--- src/rtl/apuf_challenge_ctrl_if.sv ---
`default_nettype none
// ---------------------------------------------------------------------------
// apuf_challenge_ctrl_if : response-word valid/ready handoff to the consumer
// Revision 1.0
// ---------------------------------------------------------------------------
interface apuf_challenge_ctrl_if #(
  parameter int NUM_BITS = 32
);
  logic [NUM_BITS-1:0] resp_word;
  logic                resp_valid;
  logic                resp_ready;

  modport master (output resp_word, output resp_valid, input resp_ready);
  modport slave  (input resp_word, input resp_valid, output resp_ready);
endinterface
`default_nettype wire

--- src/rtl/apuf_challenge_ctrl.sv ---
`default_nettype none
// ---------------------------------------------------------------------------
// apuf_challenge_ctrl : arbiter-PUF challenge issue, majority vote, word pack
// Revision 1.0
// ---------------------------------------------------------------------------
module apuf_challenge_ctrl #(
  parameter int CHAL_W   = 37,
  parameter int NUM_BITS = 32,
  parameter int REPEATS  = 5,
  parameter int SETTLE   = 8
) (
  input  wire                clk,
  input  wire                rst,
  input  wire                start,
  input  wire [CHAL_W-1:0]   seed,
  output logic [CHAL_W-1:0]  chal_out,
  output logic               launch,
  input  wire                puf_resp,
  output logic               busy,
  apuf_challenge_ctrl_if.master resp
);

  localparam int PH_W  = $clog2(SETTLE);
  localparam int CNT_W = $clog2(REPEATS + 1);
  localparam int BIT_W = $clog2(NUM_BITS + 1);

  typedef enum logic [2:0] {
    IDLE   = 3'd0,
    PRE    = 3'd1,
    FIRE   = 3'd2,
    SAMPLE = 3'd3,
    OUT    = 3'd4
  } state_t;

  state_t              state, state_n;
  logic [PH_W-1:0]     phase;
  logic [1:0]          sync;
  logic [CHAL_W-1:0]   lfsr;
  logic [CHAL_W-1:0]   lfsr_next;
  logic [NUM_BITS-1:0] word;
  logic [CNT_W-1:0]    ones_cnt, ones_n;
  logic [CNT_W-1:0]    rep_cnt, rep_n;
  logic [BIT_W-1:0]    bit_cnt;
  logic                phase_done;
  logic                last_rep;
  logic                last_bit;
  logic                voted;

  // Taps c[36]^c[4]^c[3]^c[2]^c[1]^c[0] for the 37-stage polynomial
  assign lfsr_next = {lfsr[CHAL_W-2:0],
                      lfsr[CHAL_W-1] ^ lfsr[4] ^ lfsr[3] ^ lfsr[2] ^ lfsr[1] ^ lfsr[0]};

  assign chal_out       = lfsr;
  assign resp.resp_word = word;

  always_ff @(posedge clk or posedge rst) begin
    if (rst) begin
      state <= IDLE;
    end else begin
      state <= state_n;
    end
  end

  always_comb begin
    state_n         = state;
    busy            = (state != IDLE);
    resp.resp_valid = (state == OUT);
    phase_done      = (phase == PH_W'(SETTLE - 1));
    ones_n          = ones_cnt + CNT_W'(sync[1]);
    rep_n           = rep_cnt + CNT_W'(1);
    last_rep        = (rep_n == CNT_W'(REPEATS));
    last_bit        = (bit_cnt == BIT_W'(NUM_BITS - 1));
    voted           = (ones_n > CNT_W'(REPEATS / 2));
    case (state)
      IDLE:    if (start) state_n = PRE;
      PRE:     if (phase_done) state_n = FIRE;
      FIRE:    if (phase_done) state_n = SAMPLE;
      SAMPLE:  state_n = (last_rep && last_bit) ? OUT : PRE;
      OUT:     if (resp.resp_ready) state_n = IDLE;
      default: state_n = IDLE;
    endcase
  end

  // launch is registered from the next state so the PUF sees a glitch-free edge
  always_ff @(posedge clk or posedge rst) begin
    if (rst) begin
      sync     <= '0;
      launch   <= 1'b0;
      phase    <= '0;
      lfsr     <= '0;
      word     <= '0;
      ones_cnt <= '0;
      rep_cnt  <= '0;
      bit_cnt  <= '0;
    end else begin
      sync   <= {sync[0], puf_resp};
      launch <= (state_n == FIRE);
      phase  <= ((state_n == state) && (state == PRE || state == FIRE)) ?
                phase + 1'b1 : '0;
      case (state)
        IDLE: begin
          if (start) begin
            lfsr     <= (seed == '0) ? CHAL_W'(1) : seed;
            word     <= '0;
            ones_cnt <= '0;
            rep_cnt  <= '0;
            bit_cnt  <= '0;
          end
        end
        SAMPLE: begin
          if (last_rep) begin
            word     <= {word[NUM_BITS-2:0], voted};
            ones_cnt <= '0;
            rep_cnt  <= '0;
            lfsr     <= lfsr_next;
            bit_cnt  <= bit_cnt + 1'b1;
          end else begin
            ones_cnt <= ones_n;
            rep_cnt  <= rep_n;
          end
        end
        default: ;
      endcase
    end
  end

endmodule
`default_nettype wire

--- src/flat_wrapper.sv ---
// flat-port wrapper written by rule: the top's interface ports become plain ports
module apuf_challenge_ctrl_flat 
#(
  parameter int CHAL_W   = 37,
  parameter int NUM_BITS = 32,
  parameter int REPEATS  = 5,
  parameter int SETTLE   = 8
)
  (clk, rst, start, seed, chal_out, launch, puf_resp, busy, resp_resp_word, resp_resp_valid, resp_resp_ready);
  apuf_challenge_ctrl_if #(.NUM_BITS(NUM_BITS)) resp_i ();
  input  wire clk;
  input  wire rst;
  input  wire start;
  input  wire [CHAL_W-1:0] seed;
  output logic [CHAL_W-1:0] chal_out;
  output logic launch;
  input  wire puf_resp;
  output logic busy;
  output wire logic [$bits(resp_i.resp_word)-1:0] resp_resp_word;
  output wire logic [$bits(resp_i.resp_valid)-1:0] resp_resp_valid;
  input wire logic [$bits(resp_i.resp_ready)-1:0] resp_resp_ready;
  assign resp_resp_word = resp_i.resp_word;
  assign resp_resp_valid = resp_i.resp_valid;
  assign resp_i.resp_ready = resp_resp_ready;
  apuf_challenge_ctrl #(.CHAL_W(CHAL_W), .NUM_BITS(NUM_BITS), .REPEATS(REPEATS), .SETTLE(SETTLE)) u_core (.clk(clk), .rst(rst), .start(start), .seed(seed), .chal_out(chal_out), .launch(launch), .puf_resp(puf_resp), .busy(busy), .resp(resp_i));
endmodule
--- config.mk ---
export PLATFORM = sky130hd
export DESIGN_NAME = apuf_challenge_ctrl_flat
export DESIGN_NICKNAME = d
export VERILOG_FILES = /design/src/rtl/apuf_challenge_ctrl_if.sv /design/src/rtl/apuf_challenge_ctrl.sv /design/src/flat_wrapper.sv
export SDC_FILE = /design/constraint.sdc
export NUM_CORES = 1
export LEC_CHECK = 0
export CAP_MARGIN = 40
export CORE_ASPECT_RATIO = 1.4
export CORE_UTILIZATION = 39
export DETAILED_ROUTE_END_ITERATION = 10
export PLACE_DENSITY = 0.75
export RECOVER_POWER = 50
export SLEW_MARGIN = 15
export SYNTH_ARGS = -nofsm -noshare
export SYNTH_HDL_FRONTEND = slang
export SYNTH_SLANG_ARGS = --single-unit
--- constraint.sdc ---
create_clock -name clk -period 2.66 [get_ports clk]
set_input_delay 0.532 -clock clk [delete_from_list [all_inputs] [get_ports clk]]
set_output_delay 0.532 -clock clk [all_outputs]
set_load 0.005 [all_outputs]
# Word-level counts from Yosys, hierarchy flattened
# Index checks and enable logic that the tools add are counted.
dict set report word_totals {
  reg_bits 90
  input_bits 42
  out_inout_bits 72
  wordCells 61
}
dict set report classes {
  add_sub_neg 4
  order_cmp 1
  n_eq_ne 11
  muxes 22
  n_bitwise 5
  n_reduce_logical 9
}
# op count
set ops {}
lappend ops {{$mux 37} 3}
lappend ops {{$pmux 37 s2} 1}
lappend ops {{$mux 32} 2}
lappend ops {{$pmux 32 s2} 1}
lappend ops {{$logic_not 37->1} 1}
lappend ops {{$mux 3} 9}
lappend ops {{$pmux 3 s5} 1}
lappend ops {{$mux 6} 2}
lappend ops {{$pmux 3 s2} 2}
lappend ops {{$pmux 6 s2} 1}
lappend ops {{$eq 3x2->1 const B} 3}
lappend ops {{$eq 3x3->1 const B} 3}
lappend ops {{$add 3x1->3 const B} 2}
lappend ops {{$add 6x1->6 const B} 1}
lappend ops {{$eq 6x5->1 const B} 1}
lappend ops {{$xor 1x1->1} 5}
lappend ops {{$add 3x1->3} 1}
lappend ops {{$eq 3x1->1 const B} 1}
lappend ops {{$eq 3x3->1} 1}
lappend ops {{$gt 3x2->1 const B} 1}
lappend ops {{$logic_not 3->1} 1}
lappend ops {{$reduce_and 3->1} 1}
lappend ops {{$reduce_bool 3->1} 1}
lappend ops {{$logic_and 1x1->1} 2}
lappend ops {{5 further kinds} 5}

# Depth between registers and ports, before layout
# Gate-level depths: netlist of run 1.
dict set report logic_depth {
  depth_word 8
  mapped_depth 9
}

# Least setup slack after synthesis of run 1
# No wires, ideal clock.
dict set report synth_timing {
  kind {reg2reg}
  from {reg u_core.rep_cnt[0]}
  to {reg u_core.lfsr[10] (netlist: u_core.chal_out[10])}
  arrival_time_ns 1.521
  required_ns 2.528
  setup_slack_ns 1.006
  stages_incl_launch_ff 7
  path_buffers 1
  period_less_slack_ns 1.654
  path_cell_list {dfrtp_1 ha_1 xor2_1 nor3b_2 nor2_2 clkbuf_1 o21ai_1}
}
dict set report synth_between {
  elab_chain_len 4
}
# item line_no
set synth_rtl {}
lappend synth_rtl {{from (decl)} apuf_challenge_ctrl.sv:42} ;# logic [CNT_W-1:0] rep_cnt, rep_n;
lappend synth_rtl {{from (signal assigned)} apuf_challenge_ctrl.sv:119} ;# rep_cnt <= rep_n;
lappend synth_rtl {{$add 3x1->3} apuf_challenge_ctrl.sv:70} ;# rep_n = rep_cnt + CNT_W'(1);
lappend synth_rtl {{$eq 3x3->1} apuf_challenge_ctrl.sv:71} ;# last_rep = (rep_n == CNT_W'(REPEATS));
lappend synth_rtl {{$ne 2x1->1 (no line)} -}
lappend synth_rtl {{$reduce_and 3->1 (no line)} -}
lappend synth_rtl {{to (signal assigned)} apuf_challenge_ctrl.sv:103} ;# lfsr <= (seed == '0) ? CHAL_W'(1) : seed;
lappend synth_rtl {{to (signal assigned)} apuf_challenge_ctrl.sv:115} ;# lfsr <= lfsr_next;
lappend synth_rtl {{to (decl)} apuf_challenge_ctrl.sv:38} ;# logic [CHAL_W-1:0] lfsr;
# No other way between the ends.
# A chain may end at the register's enable or synchronous reset.

# Final worst setup path of run 1
dict set report layout_timing {
  from {reg u_core.state[1]}
  to {out resp_resp_valid}
}
dict set report layout_between {
  elab_chain_len 1
}
# item line_no
set layout_rtl {}
lappend layout_rtl {{from (decl)} apuf_challenge_ctrl.sv:35} ;# state_t state, state_n;
lappend layout_rtl {{from (signal assigned)} apuf_challenge_ctrl.sv:60} ;# state <= state_n;
lappend layout_rtl {{$eq 3x3->1} apuf_challenge_ctrl.sv:67} ;# resp.resp_valid = (state == OUT);
lappend layout_rtl {{to (decl)} flat_wrapper.sv:20} ;# output wire logic [$bits(resp_i.resp_valid)-1:0] resp_resp_valid;
# No other way between the ends.

==> results.yml, run 1 <==
setup_path:
  endpoint_kind: "output port"
  critical_path_arrival_ns: 1.75
  criticalPathCategory: "flip-flop to output port"
  worst_r2r_path_depth: 6
  crit_fanout: 10
  critical_path.startpoint_type: "flip-flop"
  worstPathRequired_ns: 2.13
worst_hold_path:
  whs_path_depth: 0
  worst_hold_path_type: "flip-flop to flip-flop"
synth:
  postSynth.topFlopCell: "dfrtp_1"
  syn_nets: 407
  post_synthesis_cell_type_with_the_largest_combined_area: "dfrtp_1"
  ys_top_cells_by_area: "dfrtp_1 56%, mux2i_1 8.9%, a22o_1 7.1%, nand2_1 4.4%, o21ai_1 3.6%"
  postSynthAreaPerCell_um2: 11.3
  ys_seq_elements: 90
  synthDistinctLibCells: 38
  post_synth_instance_area_um2: 4050
  synth_warn: 0
  synth_cells: 358
  async_reset_ff_frac: 1.00
  synth_top_area_frac: 0.556
  synth.yosys.seq_area_share: 0.556
  synth-edff-count: 0
sta:
  final_hold_viol_count: 0
  timing.fmax_ghz: 0.439
  setup_viol_count_final: 0
  fin_setup_tns_ns: 0
  final.setup_skew_ns: 0.00884
  finalCritPeriodShare: 0.856
  rsz_0062_raised_after_global_routing: "no"
  post-route-min-period_ns: 2.28
  timing_worst_slew_pin_value_ns: 1.19
  maxSlewHeadroom: 0.207
  slew_viol_final: 0
pwr:
  power.density_nw_per_um2: 913
  power.total_mw: 5.11
  peakVddDrop_mv: 0.485
  static-leakage-power_nw: 2.74
clock_network:
  worstSkewPairLatency_ns: 0.34
  postCtsResizedCells: 0
  root_buffer: "clkbuf_16"
  clock_transition_at_the_registers_of_the_reported_paths_ns: 0.07
  hold_buffers: 0
  ctsLongestPathBuffers: 2
  clkSinkCount: 90
  cts-htree-levels: 3
  cts_tree: "done"
  cts_setup_buffers: 0
  cts-buffers-inserted: 9
route:
  firstDrtPassIters: 4
  route.detailed.drc: 0
  routedWlPerCell_um: 16.0
  dr.first_iter.drc_count: 226
  postRouteWirelength_um: 9680
  postRouteAntennaNets: 0
  route.detailed.vias_per_inst: 5.17
  vias: 3129
layout:
  drive_above_1_share: 0.0596
  antenna_cells_inserted: 0
  syn_to_final_growth_pct: 38.2
  post-route-cell-area_um2: 5600
  finalCoreUtilization: 0.559
  finalNetCount: 514
grt:
  antenna_violations_before_repair: 0
  grt_first_pass_wirelength_um: 16000
  grt_start_max_net_pins: 91
  grt-ovfl-total: 0
  number_of_global_route_vias_before_repair: 3132
  track_usage: 0.195
die:
  core_box_area_um2: 10000
  initial_utilization: 0.405
  num_rows: 43
  chipWidth_um: 88.1
  die_area_um2: 10800
  boundaryPins: 114
  die-height_um: 123
place:
  place.port_buffers: 113
  hpwl_um: 6780
  globalplace.congestion: 0.794
  placement.cell_area_um2: 5310
run_status:
  run_status: "finished clean"
run:
  max-cap-violations: 0
## routing by layer
layer  track usage  routed length [um]  vias up
li1              -                   -     1491
met3        0.0377                 363       17
met4        0.0857                 255        0
met2         0.310                4850       75
met1         0.257                4200     1546
met5             0                   0        -
## layout by cell type, fill, tap and decap left out, types with 7 or more instances in the layout
master,instances
clkdlybuf4s50_1,87
nand4_1,8
nand2_1,47
dlygate4sd3_1,26
o21ai_1,29
mux2i_1,36
o21ai_0,12
nor4_1,10
dfrtp_1,90
nor2_1,13
a22o_1,33
clkbuf_16,9
ha_1,7
## power by group
| group | switching, mW | leakage, nW | internal [mW] |
|---|---|---|---|
| clock network | 0.513 | 0.156 | 0.846 |
| registers | 0.330 | 1.19 | 1.73 |
| logic | 0.788 | 1.39 | 0.906 |
## metrics by stage
stage          setup WS, ns  hold WS (ns)  std cells
6_report              0.383         0.357        605
5_1_grt               0.288         0.375        605
2_1_floorplan          1.01         0.331        358
4_1_cts               0.363         0.363        605
3_5_place_dp          0.618         0.348        589
3_3_place_gp          0.633         0.338        589
## Yosys cell counts (2+ instances only)
library cell / count
mux2i_1: 36
xnor2_1: 4
nor3_1: 4
nand4_1: 8
inv_1: 6
nor4_1: 10
clkbuf_1: 3
and2_1: 2
nand3_1: 3
a22o_1: 33
buf_6: 5
nor3b_1: 3
o31ai_1: 2
dfrtp_1: 90
nand2_1: 47
o21ai_1: 29
a21oi_1: 3
o21ai_0: 12
xor2_1: 6
a211oi_1: 2
nor2_1: 12
ha_1: 7
mux2_2: 2
buf_2: 15
## path summary, 6_finish.rpt
kind                                       endpoint  slack (ns)            start
min in group asynchronous  u_core.resp.resp_word[0]        1.13              rst
setup / recovery                    resp_resp_valid        0.38  u_core.state[1]
setup reg to reg                  u_core.rep_cnt[2]        0.52  u_core.state[0]
hold / removal                       u_core.sync[1]        0.36   u_core.sync[0]
hold reg to reg                      u_core.sync[1]        0.36   u_core.sync[0]
max in group asynchronous         u_core.rep_cnt[1]        0.80              rst
## kinds of logic after synthesis
group,after synthesis,synth area share
DFF,90,0.556
xor gates and xnor gates,10,0.0216
buffers and inverters,30,0.0426
and+or+nand+nor,98,0.122
muxes,38,0.0945
adders and majority gates,7,0.0216
AOI/OAI and AO/OA,85,0.141
## registers in the layout, summed over array words and instances (netlist names)
register / cells
u_core.bit_cnt: 6
u_core.chal_out: 37
u_core.launch: 1
u_core.ones_cnt: 3
u_core.phase: 3
u_core.rep_cnt: 3
u_core.resp.resp_word: 32
u_core.state: 3
u_core.sync: 2
## layout make-up
type	count	area, um^2
sequential	90	2250
fill	888	4410
multi-input combinational	238	1620
clock inverter	5	77.6
clock buffer	11	243
inverter	6	26.3
timing repair buffer	120	1200
tap	135	169
## critical path, stage by stage, from the launching register on
cell and delay, ns:
dfrtp_1 0.51, nor3b_1 0.33, clkdlybuf4s50_1 0.56
No activity file was read; power rests on OpenSTA's default activity.
==> run 2: changes to the inputs <==
CORE_ASPECT_RATIO = 0.7   (was 1.4)
==> run 2 against run 1 <==
Effect of this change:
- power fell by 1.2%
- utilization rose by 0.98 points
- via count fell by 0.77%
- register-to-register slack got worse by 0.10 ns
- largest power group unchanged
- the run now ends with max-capacitance violations, max-slew violations left
==> results.yml, run 2 (synthesized netlist as in run 1, its figures left out) <==
sta:
  final.setup_skew_ns: 0.00841
  timing_worst_slew_pin_value_ns: 1.51
  post-route-min-period_ns: 2.27
  hold_slack_ns: 0.345
  fin_ws_ns: 0.391
  maxSlewHeadroom: -0.0109
  rsz_0062_raised_after_global_routing: "no"
  slew_viol_final: 30
  final_hold_viol_count: 0
  finalCritPeriodShare: 0.853
  timing.fmax_ghz: 0.441
  setup_viol_count_final: 0
  fin_setup_tns_ns: 0
setup_path:
  capture_point_of_the_worst_reg_to_reg_path: "u_core.chal_out[35]"
  worst_r2r_path_depth: 4
  critical_path.max_stage_delay_ns: 0.57
  criticalPathCategory: "flip-flop to output port"
  path_cells: "nor3b_1 > clkdlybuf4s50_1"
  crit_path_top_delay_cell: "clkdlybuf4s50_1"
  critical_path_arrival_ns: 1.74
  crit_fanout: 10
  worstPathRequired_ns: 2.13
  critical_path.reg2reg.startpoint: "u_core.state[2]"
  endpoint_kind: "output port"
  critical_path.startpoint_type: "flip-flop"
  reg2reg_setup_slack_ns: 0.42
grt:
  grt_start_max_net_pins: 63
  track_usage: 0.188
  grt-ovfl-total: 0
  grt_first_pass_wirelength_um: 15500
  antenna_violations_before_repair: 0
  number_of_global_route_vias_before_repair: 2986
worst_hold_path:
  worst_hold_path_type: "flip-flop to flip-flop"
  min_from: "u_core.sync[0]"
  whs_path_depth: 0
  min_delay_worst_endpoint: "u_core.sync[1]"
clock_network:
  cts_setup_buffers: 0
  cts-buffers-inserted: 9
  cts-htree-levels: 3
  hold_buffers: 0
  postCtsResizedCells: 0
  root_buffer: "clkbuf_16"
  clock_transition_at_the_registers_of_the_reported_paths_ns: 0.06
  cts_tree: "done"
  worstSkewPairLatency_ns: 0.33
  ctsLongestPathBuffers: 2
  clkSinkCount: 90
route:
  route.detailed.drc: 0
  dr.first_iter.drc_count: 187
  routedWlPerCell_um: 15.7
  firstDrtPassIters: 4
  vias: 3105
  postRouteWirelength_um: 9390
  route.detailed.vias_per_inst: 5.18
  postRouteAntennaNets: 0
layout:
  antenna_cells_inserted: 0
  largest_register_ff_count: 37
  finalCoreUtilization: 0.569
  most-common-layout-cells: "90 x dfrtp_1, 85 x clkdlybuf4s50_1, 47 x nand2_1"
  final_common_cell: "dfrtp_1"
  final-instance-count-excl-fill: 599
  finalNetCount: 515
  nFillCells: 856
  syn_to_final_growth_pct: 38.7
  drive_above_1_share: 0.0679
pwr:
  static-leakage-power_nw: 2.76
  peakVddDrop_mv: 0.376
  power.density_nw_per_um2: 899
place:
  hpwl_um: 6580
  globalplace.congestion: 0.758
  place.port_buffers: 113
  placedCellCount: 583
  place_ws_ns: 0.456
die:
  initial_utilization: 0.410
  chipWidth_um: 124
  num_rows: 30
  core_box_area_um2: 9870
  die-height_um: 87.3
  boundaryPins: 114
  die_area_um2: 10800
run:
  max-cap-violations: 1
run_status:
  run_status: "finished with violations"
  failed_checks: "max-capacitance violations, max-slew violations"
run 2: worst max-delay path, delay by kind of cell (launching register included):
kind | cells | cell delay (ns)
buf+inv | 1 | 0.57
flops | 1 | 0.50
simple gates | 1 | 0.34
run 2: per-layer routing:
| layer | up-vias | routed length [um] | global-route usage | part of all wire |
|---|---|---|---|---|
| met5 | - | 0 | 0 | 0 |
| met4 | 0 | 44 | 0.0394 | 0.0047 |
| met3 | 4 | 536 | 0.0537 | 0.057 |
| met2 | 86 | 4150 | 0.276 | 0.44 |
| met1 | 1510 | 4660 | 0.275 | 0.50 |
| li1 | 1505 | - | - | - |
run 2: metrics by stage:
step	instance area, um^2	total power, mW
after floorplan	4050	2.99
after global placement	5300	3.75
after detailed placement	5320	3.84
after CTS	5630	5.15
after global routing	5620	5.40
final	5620	5.05
run 2: where the power goes:
| part | total, mW | internal, mW | switching (mW) |
|---|---|---|---|
| clock network | 1.28 | 0.736 | 0.543 |
| registers | 2.06 | 1.73 | 0.328 |
| logic | 1.72 | 0.933 | 0.783 |
run 2: how the worst max path moves through the flow:
stage               depth (start not counted)             endpoint              start  slack (ns)
floorplan                                   6  u_core.chal_out[10]  u_core.rep_cnt[0]        1.01
global placement                            6  u_core.chal_out[32]              start        0.25
detailed placement                          7  u_core.chal_out[30]              start        0.46
CTS                                         2                 busy    u_core.state[1]        0.39
global route                                4  u_core.chal_out[30]    u_core.state[2]        0.22
finish                                      2      resp_resp_valid    u_core.state[1]        0.39
run 2: final cells by class:
cell class	count	area, um^2	area share
clock buffers	9	225	0.0401
inverters	6	23.8	0.00423
repair buffers	121	1240	0.221
clock inverters	7	77.6	0.0138
flip-flops and latches	90	2250	0.401
well taps	128	160	0.0285
multi-input cells	238	1640	0.291
==> run 3: changes to the inputs <==
RECOVER_POWER = unset   (was 50)
==> run 3 against run 2 <==
Effect of this change:
- the run now ends clean
- critical path depth stayed put
- highest routed layer unchanged
- global-route usage stayed put
- hold slack hardly changed
- fmax hardly changed
- sequential power hardly changed
- setup slack worse by 0.00067 ns
==> results.yml, run 3 (synthesized netlist as in run 1, its figures left out) <==
run_status:
  run_status: "finished clean"
sta:
  timing_worst_slew_pin_value_ns: 0.736
  fin_ws_ns: 0.390
  setup_viol_count_final: 0
  maxSlewHeadroom: 0.509
  final_hold_viol_count: 0
  timing.fmax_ghz: 0.441
  post-route-min-period_ns: 2.27
  fin_setup_tns_ns: 0
  finalCritPeriodShare: 0.853
  slew_viol_final: 0
  final.setup_skew_ns: 0.00712
  rsz_0062_raised_after_global_routing: "no"
  hold_slack_ns: 0.345
layout:
  antenna_cells_inserted: 0
  syn_to_final_growth_pct: 38.9
  post-route-cell-area_um2: 5630
  drive_above_1_share: 0.0701
  largest_register_ff_count: 37
  final_common_cell: "clkdlybuf4s50_1"
  seq_area_um2: 2250
  multi_input_gate_area_in_the_final_layout_um2: 1640
  finalNetCount: 515
  most-common-layout-cells: "113 x clkdlybuf4s50_1, 90 x dfrtp_1, 47 x nand2_1"
  nFillCells: 856
die:
  die_area_um2: 10800
  num_rows: 30
  chipWidth_um: 124
  core_box_area_um2: 9870
  die-height_um: 87.3
  boundaryPins: 114
  initial_utilization: 0.410
pwr:
  power.density_nw_per_um2: 904
  static-leakage-power_nw: 2.70
  peakVddDrop_mv: 0.385
setup_path:
  endpoint_kind: "output port"
  criticalPathCategory: "flip-flop to output port"
  critical_path_arrival_ns: 1.74
  critical_path.startpoint_type: "flip-flop"
  worstPathRequired_ns: 2.13
  crit_fanout: 10
place:
  hpwl_um: 6580
  place.port_buffers: 113
  placement.cell_area_um2: 5320
  globalplace.congestion: 0.758
  place_ws_ns: 0.456
route:
  routedWlPerCell_um: 15.7
  postRouteAntennaNets: 0
  vias: 3109
  postRouteWirelength_um: 9380
  dr.first_iter.drc_count: 163
  firstDrtPassIters: 4
  route.detailed.drc: 0
  route.detailed.vias_per_inst: 5.19
clock_network:
  root_buffer: "clkbuf_16"
  clock_transition_at_the_registers_of_the_reported_paths_ns: 0.06
  hold_buffers: 0
  cts_setup_buffers: 0
  cts-htree-levels: 3
  cts-buffers-inserted: 9
  postCtsResizedCells: 0
  clkSinkCount: 90
  cts_tree: "done"
  ctsLongestPathBuffers: 2
  worstSkewPairLatency_ns: 0.33
grt:
  antenna_violations_before_repair: 0
  grt_start_max_net_pins: 63
  number_of_global_route_vias_before_repair: 2986
  grt_first_pass_wirelength_um: 15500
  track_usage: 0.188
  grt-ovfl-total: 0
worst_hold_path:
  worst_hold_path_type: "flip-flop to flip-flop"
run:
  max-cap-violations: 0
-- run 3: area by class of cell --
type                       instances  area share
clock buffer                       9      0.0400
multi-input combinational        238       0.291
clock inverter                     7      0.0138
tap                              128      0.0285
timing repair buffer             121       0.222
inverter                           6     0.00467
sequential                        90       0.400
-- run 3: final timing paths --
kind	start	end	slack, ns	cells after the start
max reg2reg	u_core.rep_cnt[0]	u_core.chal_out[30]	0.55	7
min	u_core.sync[0]	u_core.sync[1]	0.34	0
max	u_core.state[1]	resp_resp_valid	0.39	2
min in group asynchronous	rst	u_core.resp.resp_word[25]	0.67	2
min reg2reg	u_core.sync[0]	u_core.sync[1]	0.34	0
max in group asynchronous	rst	u_core.ones_cnt[2]	1.42	3
-- run 3: worst max-delay path, stage by stage, from the launching register on --
cell	delay, ns
dfrtp_1	0.50
nor3b_1	0.34
clkdlybuf4s50_1	0.57
-- run 3: through the flow --
step	power, mW	util	cells
3_3_place_gp	3.75	0.537	582
6_report	5.09	0.570	599
5_1_grt	5.43	0.570	599
2_1_floorplan	2.99	-	358
3_5_place_dp	3.84	0.539	583
4_1_cts	5.15	0.570	599
-- run 3: report_power, final --
group          switching [mW]  internal [mW]  total (mW)
Sequential              0.332           1.73        2.06
Combinational           0.782          0.965        1.75
Clock                   0.543          0.736        1.28
-- run 3: per-layer routing --
layer	vias to the layer above	track usage	routed length, um
met5	-	0	0
met4	0	0.0394	44
met3	4	0.0537	576
met2	86	0.276	4120
met1	1513	0.275	4640
li1	1506	-	-
